==> config.mk <==
export PLATFORM = sky130hd
export DESIGN_NAME = mem_arbiter_flat
export DESIGN_NICKNAME = d
export VERILOG_FILES = /design/src/rtl/mem_arbiter_pkg.sv /design/src/rtl/mem_arbiter_if.sv /design/src/rtl/mem_arbiter_sram_timing.sv /design/src/rtl/mem_arbiter.sv /design/src/flat_wrapper.sv
export SDC_FILE = /design/constraint.sdc
export NUM_CORES = 1
export LEC_CHECK = 0
export CORE_ASPECT_RATIO = 1.25
export CORE_UTILIZATION = 38
export DETAILED_ROUTE_END_ITERATION = 16
export DONT_BUFFER_PORTS = 1
export GPL_ROUTABILITY_DRIVEN = 0
export PLACE_DENSITY = 0.61
export RECOVER_POWER = 100
export SLEW_MARGIN = 20
export SYNTH_ARGS = -nofsm -noshare
export SYNTH_HDL_FRONTEND = slang
export SYNTH_SLANG_ARGS = --single-unit
==> constraint.sdc <==
create_clock -name clk -period 5.3 [get_ports clk]
set_clock_uncertainty 0.05 [all_clocks]
set_input_delay 0.795 -clock clk [delete_from_list [all_inputs] [get_ports clk]]
set_output_delay 0.795 -clock clk [all_outputs]
set_load 0.02 [all_outputs]
==> src/rtl/mem_arbiter_pkg.sv <==
// Shared codes for the IF/MEM SRAM arbiter: rwe op codes, FSM state encodings
// and grant-owner identifiers.
package mem_arbiter_pkg;

    localparam logic [1:0] RWE_NONE  = 2'b00;
    localparam logic [1:0] RWE_READ  = 2'b01;
    localparam logic [1:0] RWE_WRITE = 2'b10;

    typedef enum logic [1:0] {
        ARB_IDLE   = 2'b00,
        ARB_ACCESS = 2'b01,
        ARB_DONE   = 2'b10
    } arb_state_t;

    typedef enum logic [1:0] {
        OWNER_NONE = 2'b00,
        OWNER_IF   = 2'b01,
        OWNER_MEM  = 2'b10
    } owner_t;

    // Code 11 is reserved and must not count as a request.
    function automatic logic rwe_is_request(input logic [1:0] rwe);
        return (rwe == RWE_READ) || (rwe == RWE_WRITE);
    endfunction

endpackage

==> src/rtl/mem_arbiter_if.sv <==
// Bundle of requester handshakes (IF and MEM ports) and the shared SRAM bus
// seen by mem_arbiter.
interface mem_arbiter_if #(
    parameter int ADDR_W = 18
);
    logic               if_req;
    logic [15:0]        if_addr;
    logic               if_ack;
    logic [15:0]        if_rdata;

    logic [1:0]         mem_rwe;
    logic [15:0]        mem_addr;
    logic [15:0]        mem_wdata;
    logic               mem_ack;
    logic [15:0]        mem_rdata;

    logic               stall_if;
    logic               stall_mem;

    logic [ADDR_W-1:0]  sram_addr;
    logic [15:0]        sram_wdata;
    logic               sram_data_oe;
    logic [15:0]        sram_rdata;
    logic               sram_ce_n;
    logic               sram_oe_n;
    logic               sram_we_n;

    modport slave (
        input  if_req, if_addr, mem_rwe, mem_addr, mem_wdata, sram_rdata,
        output if_ack, if_rdata, mem_ack, mem_rdata, stall_if, stall_mem,
        output sram_addr, sram_wdata, sram_data_oe, sram_ce_n, sram_oe_n, sram_we_n
    );

    modport master (
        output if_req, if_addr, mem_rwe, mem_addr, mem_wdata, sram_rdata,
        input  if_ack, if_rdata, mem_ack, mem_rdata, stall_if, stall_mem,
        input  sram_addr, sram_wdata, sram_data_oe, sram_ce_n, sram_oe_n, sram_we_n
    );

endinterface

==> src/rtl/mem_arbiter_sram_timing.sv <==
// SRAM access timing: counts the WAIT_CYCLES of an access and derives the
// active-low strobes and bus drive enable from the op and remaining count.
module mem_arbiter_sram_timing #(
    parameter int WAIT_CYCLES = 2
) (
    input  logic clk,
    input  logic rst,
    input  logic start,
    input  logic in_access,
    input  logic is_write,
    output logic cnt_last,
    output logic ce_n,
    output logic oe_n,
    output logic we_n,
    output logic data_oe
);

    localparam logic [3:0] CNT_INIT = 4'(WAIT_CYCLES - 1);

    logic [3:0] cnt;

    always_ff @(posedge clk) begin
        if (!rst) begin
            cnt <= 4'd0;
        end else if (start) begin
            cnt <= CNT_INIT;
        end else if (in_access && (cnt != 4'd0)) begin
            cnt <= cnt - 4'd1;
        end
    end

    assign cnt_last = (cnt == 4'd0);

    // we_n rises one cycle before the access ends so address/data are held
    // stable across the write-enable release.
    assign ce_n    = ~in_access;
    assign oe_n    = ~(in_access && !is_write);
    assign we_n    = ~(in_access && is_write && !cnt_last);
    assign data_oe = in_access && is_write;

endmodule

==> src/rtl/mem_arbiter.sv <==
// Arbiter sharing one SRAM between instruction fetch and data access; MEM has
// priority. Optional IF anti-starvation guard: define MEM_ARB_STARVE_GUARD_EN.
module mem_arbiter
    import mem_arbiter_pkg::*;
#(
    parameter int WAIT_CYCLES  = 2,
    parameter int ADDR_W       = 18,
    parameter int STARVE_LIMIT = 4
) (
    input  logic          clk,
    input  logic          rst,
    mem_arbiter_if.slave  bus
);

    if (WAIT_CYCLES < 2 || WAIT_CYCLES > 15 || STARVE_LIMIT < 1 || STARVE_LIMIT > 15 || ADDR_W < 16)
    begin : g_param_check
        $error("mem_arbiter: parameter out of range");
    end

    arb_state_t         state, state_n;
    owner_t             owner;
    logic               op_write;
    logic [ADDR_W-1:0]  addr_q;
    logic [15:0]        wdata_q;
    logic [15:0]        if_rdata_q;
    logic [15:0]        mem_rdata_q;

    logic               mem_valid;
    logic               if_wins;
    logic               starve_force;
    logic               grant_if;
    logic               grant_mem;
    logic               in_access;
    logic               cnt_last;

    assign mem_valid = rwe_is_request(bus.mem_rwe);
    assign if_wins   = bus.if_req && (!mem_valid || starve_force);
    assign in_access = (state == ARB_ACCESS);

`ifdef MEM_ARB_STARVE_GUARD_EN
    logic [3:0] starve_cnt;

    // Counts MEM grants that left a pending fetch waiting.
    always_ff @(posedge clk) begin
        if (!rst) begin
            starve_cnt <= 4'd0;
        end else if (grant_if) begin
            starve_cnt <= 4'd0;
        end else if (grant_mem && bus.if_req && (starve_cnt != 4'hF)) begin
            starve_cnt <= starve_cnt + 4'd1;
        end
    end

    assign starve_force = (starve_cnt == 4'(STARVE_LIMIT));
`else
    assign starve_force = 1'b0;
`endif

    always_ff @(posedge clk) begin
        if (!rst) begin
            state <= ARB_IDLE;
        end else begin
            state <= state_n;
        end
    end

    always_comb begin
        state_n   = state;
        grant_if  = 1'b0;
        grant_mem = 1'b0;
        case (state)
            ARB_IDLE: begin
                if (if_wins) begin
                    grant_if = 1'b1;
                    state_n  = ARB_ACCESS;
                end else if (mem_valid) begin
                    grant_mem = 1'b1;
                    state_n   = ARB_ACCESS;
                end
            end
            ARB_ACCESS: begin
                if (cnt_last) begin
                    state_n = ARB_DONE;
                end
            end
            ARB_DONE: begin
                state_n = ARB_IDLE;
            end
            default: begin
                state_n = ARB_IDLE;
            end
        endcase
    end

    // Request fields are captured once at grant; later changes are ignored.
    always_ff @(posedge clk) begin
        if (!rst) begin
            owner       <= OWNER_NONE;
            op_write    <= 1'b0;
            addr_q      <= '0;
            wdata_q     <= 16'd0;
            if_rdata_q  <= 16'd0;
            mem_rdata_q <= 16'd0;
        end else begin
            if (grant_if) begin
                owner    <= OWNER_IF;
                op_write <= 1'b0;
                addr_q   <= ADDR_W'(bus.if_addr);
            end else if (grant_mem) begin
                owner    <= OWNER_MEM;
                op_write <= (bus.mem_rwe == RWE_WRITE);
                addr_q   <= ADDR_W'(bus.mem_addr);
                wdata_q  <= bus.mem_wdata;
            end
            if (in_access && cnt_last && !op_write) begin
                if (owner == OWNER_IF) begin
                    if_rdata_q <= bus.sram_rdata;
                end else if (owner == OWNER_MEM) begin
                    mem_rdata_q <= bus.sram_rdata;
                end
            end
        end
    end

    mem_arbiter_sram_timing #(
        .WAIT_CYCLES (WAIT_CYCLES)
    ) u_timing (
        .clk       (clk),
        .rst       (rst),
        .start     (grant_if || grant_mem),
        .in_access (in_access),
        .is_write  (op_write),
        .cnt_last  (cnt_last),
        .ce_n      (bus.sram_ce_n),
        .oe_n      (bus.sram_oe_n),
        .we_n      (bus.sram_we_n),
        .data_oe   (bus.sram_data_oe)
    );

    assign bus.if_ack     = (state == ARB_DONE) && (owner == OWNER_IF);
    assign bus.mem_ack    = (state == ARB_DONE) && (owner == OWNER_MEM);
    assign bus.if_rdata   = if_rdata_q;
    assign bus.mem_rdata  = mem_rdata_q;
    assign bus.stall_if   = bus.if_req && !bus.if_ack;
    assign bus.stall_mem  = mem_valid && !bus.mem_ack;
    assign bus.sram_addr  = addr_q;
    assign bus.sram_wdata = wdata_q;

endmodule
==> src/flat_wrapper.sv <==
// flat-port wrapper written by rule: the top's interface ports become plain ports
module mem_arbiter_flat import mem_arbiter_pkg::*;
#(
    parameter int WAIT_CYCLES  = 2,
    parameter int ADDR_W       = 18,
    parameter int STARVE_LIMIT = 4
)
  (clk, rst, bus_if_req, bus_if_addr, bus_mem_rwe, bus_mem_addr, bus_mem_wdata, bus_sram_rdata, bus_if_ack, bus_if_rdata, bus_mem_ack, bus_mem_rdata, bus_stall_if, bus_stall_mem, bus_sram_addr, bus_sram_wdata, bus_sram_data_oe, bus_sram_ce_n, bus_sram_oe_n, bus_sram_we_n);
  mem_arbiter_if #(.ADDR_W(ADDR_W)) bus_i ();
  input  logic clk;
  input  logic rst;
  input wire logic [$bits(bus_i.if_req)-1:0] bus_if_req;
  input wire logic [$bits(bus_i.if_addr)-1:0] bus_if_addr;
  input wire logic [$bits(bus_i.mem_rwe)-1:0] bus_mem_rwe;
  input wire logic [$bits(bus_i.mem_addr)-1:0] bus_mem_addr;
  input wire logic [$bits(bus_i.mem_wdata)-1:0] bus_mem_wdata;
  input wire logic [$bits(bus_i.sram_rdata)-1:0] bus_sram_rdata;
  output wire logic [$bits(bus_i.if_ack)-1:0] bus_if_ack;
  output wire logic [$bits(bus_i.if_rdata)-1:0] bus_if_rdata;
  output wire logic [$bits(bus_i.mem_ack)-1:0] bus_mem_ack;
  output wire logic [$bits(bus_i.mem_rdata)-1:0] bus_mem_rdata;
  output wire logic [$bits(bus_i.stall_if)-1:0] bus_stall_if;
  output wire logic [$bits(bus_i.stall_mem)-1:0] bus_stall_mem;
  output wire logic [$bits(bus_i.sram_addr)-1:0] bus_sram_addr;
  output wire logic [$bits(bus_i.sram_wdata)-1:0] bus_sram_wdata;
  output wire logic [$bits(bus_i.sram_data_oe)-1:0] bus_sram_data_oe;
  output wire logic [$bits(bus_i.sram_ce_n)-1:0] bus_sram_ce_n;
  output wire logic [$bits(bus_i.sram_oe_n)-1:0] bus_sram_oe_n;
  output wire logic [$bits(bus_i.sram_we_n)-1:0] bus_sram_we_n;
  assign bus_i.if_req = bus_if_req;
  assign bus_i.if_addr = bus_if_addr;
  assign bus_i.mem_rwe = bus_mem_rwe;
  assign bus_i.mem_addr = bus_mem_addr;
  assign bus_i.mem_wdata = bus_mem_wdata;
  assign bus_i.sram_rdata = bus_sram_rdata;
  assign bus_if_ack = bus_i.if_ack;
  assign bus_if_rdata = bus_i.if_rdata;
  assign bus_mem_ack = bus_i.mem_ack;
  assign bus_mem_rdata = bus_i.mem_rdata;
  assign bus_stall_if = bus_i.stall_if;
  assign bus_stall_mem = bus_i.stall_mem;
  assign bus_sram_addr = bus_i.sram_addr;
  assign bus_sram_wdata = bus_i.sram_wdata;
  assign bus_sram_data_oe = bus_i.sram_data_oe;
  assign bus_sram_ce_n = bus_i.sram_ce_n;
  assign bus_sram_oe_n = bus_i.sram_oe_n;
  assign bus_sram_we_n = bus_i.sram_we_n;
  mem_arbiter #(.WAIT_CYCLES(WAIT_CYCLES), .ADDR_W(ADDR_W), .STARVE_LIMIT(STARVE_LIMIT)) u_core (.clk(clk), .rst(rst), .bus(bus_i));
endmodule
==> results of run 1 <==
[cell usage after synthesis, drive strengths merged (2+ instances only)]
| library cell | count |
|---|---|
| o21ai | 3 |
| o22ai | 6 |
| buf | 15 |
| inv | 5 |
| o2bb2ai | 16 |
| or3 | 2 |
| ha | 2 |
| nand2 | 87 |
| nor4b | 2 |
| dfxtp | 73 |
| clkbuf | 9 |
| nor2 | 5 |
| nor4bb | 2 |
| nor2b | 2 |
| nand4b | 2 |
| a21boi | 19 |
| mux2i | 42 |
[how the worst max path moves through the flow]
stage | to | cells past startpoint
5_1_grt | bus_sram_we_n | 5
3_5_place_dp | u_core.bus.sram_addr[1] | 5
3_3_place_gp | u_core.bus.sram_addr[4] | 5
4_1_cts | bus_sram_we_n | 5
2_1_floorplan | bus_stall_mem | 4
6_report | bus_stall_mem | 2
[area by class of cell]
class                           instances  area, um^2  area share, %
Multi-Input combinational cell        206        1390           43.8
Clock buffer                            9         124           3.91
Tap cell                               95         119           3.75
Clock inverter                          7        47.5           1.50
Sequential cell                        73        1460           46.1
Inverter                                5        18.8          0.592
Timing Repair Buffer                    3        11.3          0.355
[cell families (layout without fill, tap and decap cells)]
family,after synthesis,count (layout),synth area share [%]
and+or+nand+nor,110,110,16.7
DFF,73,73,48.4
AOI/OAI and AO/OA,50,50,14.5
muxes,42,42,13.9
buffers and inverters,29,24,5.43
adders and majority gates,2,2,0.829
other,1,2,0.124
[flip-flops by register name, indices dropped and copies added, names as in the netlist]
register               cells
u_core.op_write            1
u_core.owner               2
u_core.u_timing.cnt        4
u_core.state               2
u_core.bus.if_rdata       16
u_core.bus.sram_addr      16
u_core.bus.mem_rdata      16
u_core.bus.sram_wdata     16
[power groups by stage]
stage | Clock, W | Sequential [W] | Combinational, W
floorplan | 0 | 0.000721 | 0.000212
global placement | 0 | 0.000735 | 0.000221
detailed placement | 0 | 0.000736 | 0.000229
CTS | 0.000392 | 0.000724 | 0.000228
global route | 0.000415 | 0.000733 | 0.000248
finish | 0.000378 | 0.000725 | 0.000218
[stage by stage]
stage	worst slack (ns)	utilization [%]
after floorplan	2.90	-
after global placement	2.46	39.0
after detailed placement	2.35	39.0
after CTS	2.41	41.2
after global routing	2.20	40.9
final	2.40	40.9
[layer usage]
| metal | track usage, % | vias up |
|---|---|---|
| met5 | 0 | - |
| met4 | 6.48 | 0 |
| met3 | 5.86 | 9 |
| met2 | 26.3 | 101 |
| met1 | 15.2 | 957 |
| li1 | - | 1028 |
[tightest hold or removal path, cell delays in order (launching register included)]
cell      delay, ns
dfxtp_1        0.34
nand2_1        0.06
a21boi_0       0.06
==> results.yml, run 1 <==
cells_and_area:
  stdcell_area_mm2: 0.00317
  final_common_cell: "nand2_1"
  drive_gt1_share_pct: 8.58
  fin_cells: 398
  final_cell_mix: "nand2_1 (87), dfxtp_1 (73), mux2i_1 (42)"
  diodes: 0
  fillCellCount: 775
  areaGrowthSynthToFinish_pct: 5.06
  design.final.nets: 369
worst_setup_path:
  cp.arrival_ns: 2.06
  reg2reg_from: "u_core.u_timing.cnt[0]"
  r2r_slack_ns: 3.03
  path_class: "reg -> out"
  reg2reg_to: "u_core.bus.if_rdata[10]"
  cp_top_family: "simple AND/OR/NAND/NOR gates"
  cp_cell_sequence: "nor4bb_1, nor2_1"
  reg2reg_depth: 6
  crit_required_ns: 4.45
  cp_max_fo: 8
  cp-startpoint: "u_core.state[1]"
  slowest_delay_ns: 0.94
  slowest_stage: "nor4bb_1"
  worstSetupStartpointType: "register"
  path_buf_inv: 0
  end_kind: "output port"
grt:
  overflow: 0
  grt_start_max_net_pins: 72
  antenna_found_initial: 0
  globalRouteTotalUtil_pct: 14.9
  grt_pass1_vias: 2053
  grt_pass1_wl_mm: 9.25
power:
  power.switching_w: 0.000456
  irDropWorstVdd_uv: 199
  cellPowerDensity_mw_per_mm2: 416
  p_total_w: 0.00132
  pwr-share-comb_pct: 16.5
  p_int_w: 0.000865
  switching_share_pct: 34.5
  seq_power_share_pct: 54.9
  leakagePower_nw: 1.39
  pwr-share-clk_pct: 28.6
clock_network:
  htreeDepth: 3
  cts_sinks: 73
  ctsHoldBuffers: 0
  cts-resized-gates: 0
  cts_made_buffers: 9
  cts.path.max_buffers: 2
  cts_tree: "yes"
  cts_setup_buffers: 0
  clk_latency_ns: 0.34
  root_buffer: "clkbuf_8"
  clkTransAtPathRegs_ns: 0.07
synth:
  synth_area_mm2: 0.00302
  synth-seq-cells: 73
  synth_cell_types: 41
  async_flop_share_pct: 0
  synth_edf_count: 0
  ys_warn_count: 0
  synth_area_leaders: "dfxtp_1 (48%), mux2i_1 (14%), nand2_1 (11%)"
  synth_top_area_share_pct: 48.4
  synthFlopType: "dfxtp_1"
  yosysSeqAreaShare_pct: 48.4
  synth_top_cell_by_area: "dfxtp_1"
  syn_inst: 307
  avgSynthCellArea_um2: 9.83
timing:
  max_slew.worst_pin.slew_ns: 1.28
  min_period_ns: 2.90
  fin_crit_sh_pct: 54.7
  tns_ns: 0
  slew-limit-headroom_pct: 14.7
  fmax_mhz: 345
  setup_viol: 0
  timing.hold.ws_ns: 0.458
  grt_setup_unrepaired: "false"
  drv_slew: 0
  hold_viol_final: 0
place:
  post-dp-hpwl_mm: 4.38
  port_buffers: 0
  placed_cells: 382
  placed_area_mm2: 0.00302
drt:
  drt_wl_total_mm: 6.26
  drtAntennaViolNets: 0
  dr_wl_met3_um: 552
  vias_per_cell: 5.26
  routedWlPerCell_um: 15.7
  drt-met1-wl_mm: 2.45
  routed.top_layer: "met4"
  drt_iter0_drc: 34
  dr.pass1.iters: 4
  num_vias: 2095
  met2WireLength_mm: 3.17
  drcViolationCount: 0
floorplanning:
  die_w_um: 81.7
  die_y_um: 102
  core.rowCount: 36
  core_mm2: 0.00775
  dieArea_mm2: 0.00831
  io_pins: 143
  start_util_pct: 39.0
min_path:
  hold_start: "u_core.owner[0]"
  hold_class: "reg -> reg"
  hold_depth: 2
  hold_end: "u_core.owner[0]"
status:
  outcome: "completed"
job:
  cap_viol_max_count: 0
No activity file was read; power rests on OpenSTA's default activity.
==> run 2: changes to the inputs <==
Clock period 5.3 ns to 2.83 ns, I/O delays scaled along.
==> results.yml, run 2 (synthesis gave the netlist of run 1 again) <==
cells_and_area:
  fin_cells: 402
  diodes: 0
  stdcell_area_mm2: 0.00322
  areaGrowthSynthToFinish_pct: 6.55
  design.final.nets: 373
  drive_gt1_share_pct: 8.79
  fillCellCount: 794
  final_common_cell: "nand2_1"
  final_cell_mix: "nand2_1 (87), dfxtp_1 (73), mux2i_1 (42)"
clock_network:
  ctsHoldBuffers: 0
  cts_sinks: 73
  clkTransAtPathRegs_ns: 0.07
  htreeDepth: 3
  cts-resized-gates: 0
  cts_made_buffers: 9
  root_buffer: "clkbuf_8"
  cts.path.max_buffers: 2
  clk_latency_ns: 0.34
  cts_tree: "yes"
  cts_setup_buffers: 0
worst_setup_path:
  worstSetupStartpointType: "register"
  crit_required_ns: 2.36
  cp.arrival_ns: 1.77
  end_kind: "output port"
  path_class: "reg -> out"
  r2r_slack_ns: 0.58
  cp_max_fo: 9
floorplanning:
  die_y_um: 102
  io_pins: 143
  dieArea_mm2: 0.00831
  core_mm2: 0.00775
  die_w_um: 81.7
  core.rowCount: 36
  start_util_pct: 39.0
power:
  irDropWorstVdd_uv: 411
  leakagePower_nw: 1.42
  cellPowerDensity_mw_per_mm2: 808
  p_total_w: 0.00260
drt:
  vias_per_cell: 5.28
  num_vias: 2123
  drt_iter0_drc: 38
  drcViolationCount: 0
  routedWlPerCell_um: 15.4
  dr.pass1.iters: 5
  drt_wl_total_mm: 6.19
  drtAntennaViolNets: 0
place:
  placed_cells: 386
  port_buffers: 0
  placed_area_mm2: 0.00305
  post-dp-hpwl_mm: 4.33
grt:
  overflow: 0
  antenna_found_initial: 0
  globalRouteTotalUtil_pct: 14.9
  grt_start_max_net_pins: 72
  grt_pass1_vias: 2025
  grt_pass1_wl_mm: 9.11
timing:
  hold_viol_final: 0
  slew-limit-headroom_pct: 17.6
  fin_crit_sh_pct: 79.4
  tns_ns: 0
  setup_viol: 0
  grt_setup_unrepaired: "false"
  fmax_mhz: 445
  drv_slew: 0
  max_slew.worst_pin.slew_ns: 1.24
  min_period_ns: 2.25
min_path:
  hold_class: "in -> reg"
status:
  outcome: "completed"
job:
  cap_viol_max_count: 0
-- run 2: cell types whose count changed in the layout (fill, tap and decap cells not counted), moves of 2 or more --
cell	change
clkbuf_1	+2
buf_4	+2
clkbuf_8	+2
clkinvlp_4	-2
-- run 2: metal layers --
layer	share of wire [%]	wire (um)	up-vias	GRT usage, %
li1	-	-	1033	-
met1	39	2440	971	14.7
met2	49	3020	108	25.5
met3	10	624	11	6.40
met4	1.6	101	0	8.50
met5	0	0	-	0
-- run 2: final cells by class --
| type | count | area, um^2 | area share [%] |
|---|---|---|---|
| Clock buffer | 11 | 151 | 4.71 |
| Tap cell | 95 | 119 | 3.70 |
| Inverter | 5 | 18.8 | 0.583 |
| Clock inverter | 5 | 53.8 | 1.67 |
| Sequential cell | 73 | 1460 | 45.4 |
| Multi-Input combinational cell | 206 | 1380 | 42.9 |
| Timing Repair Buffer | 7 | 33.8 | 1.05 |
-- run 2: worst max-delay path, cell delays in order, from the launching register on --
cell     delay (ns)
dfxtp_1        0.44
and2b_1        0.29
inv_1          0.26
nor2_1         0.26
nand2_1        0.19
-- run 2: final timing paths --
check                                       startpoint  cells past startpoint                        to
worst max register to register  u_core.u_timing.cnt[0]                      6  u_core.bus.mem_rdata[15]
worst max-delay path                   u_core.state[0]                      4             bus_sram_we_n
worst min-delay path                  bus_mem_wdata[2]                      2  u_core.bus.sram_wdata[2]
worst min register to register         u_core.owner[0]                      2           u_core.owner[0]
-- run 2: power by group --
part / switching, W / internal [W]
Clock: 0.000374 / 0.000452
Sequential: 0.000208 / 0.00114
Combinational: 0.000253 / 0.000168
-- run 2: metrics by stage --
step | hold slack [ns] | utilization, % | worst slack (ns)
2_1_floorplan | 0.414 | - | 0.848
3_3_place_gp | 0.455 | 39.4 | 0.600
3_5_place_dp | 0.455 | 39.4 | 0.577
4_1_cts | 0.137 | 42.0 | 0.731
5_1_grt | 0.154 | 41.5 | 0.381
6_report | 0.169 | 41.5 | 0.582
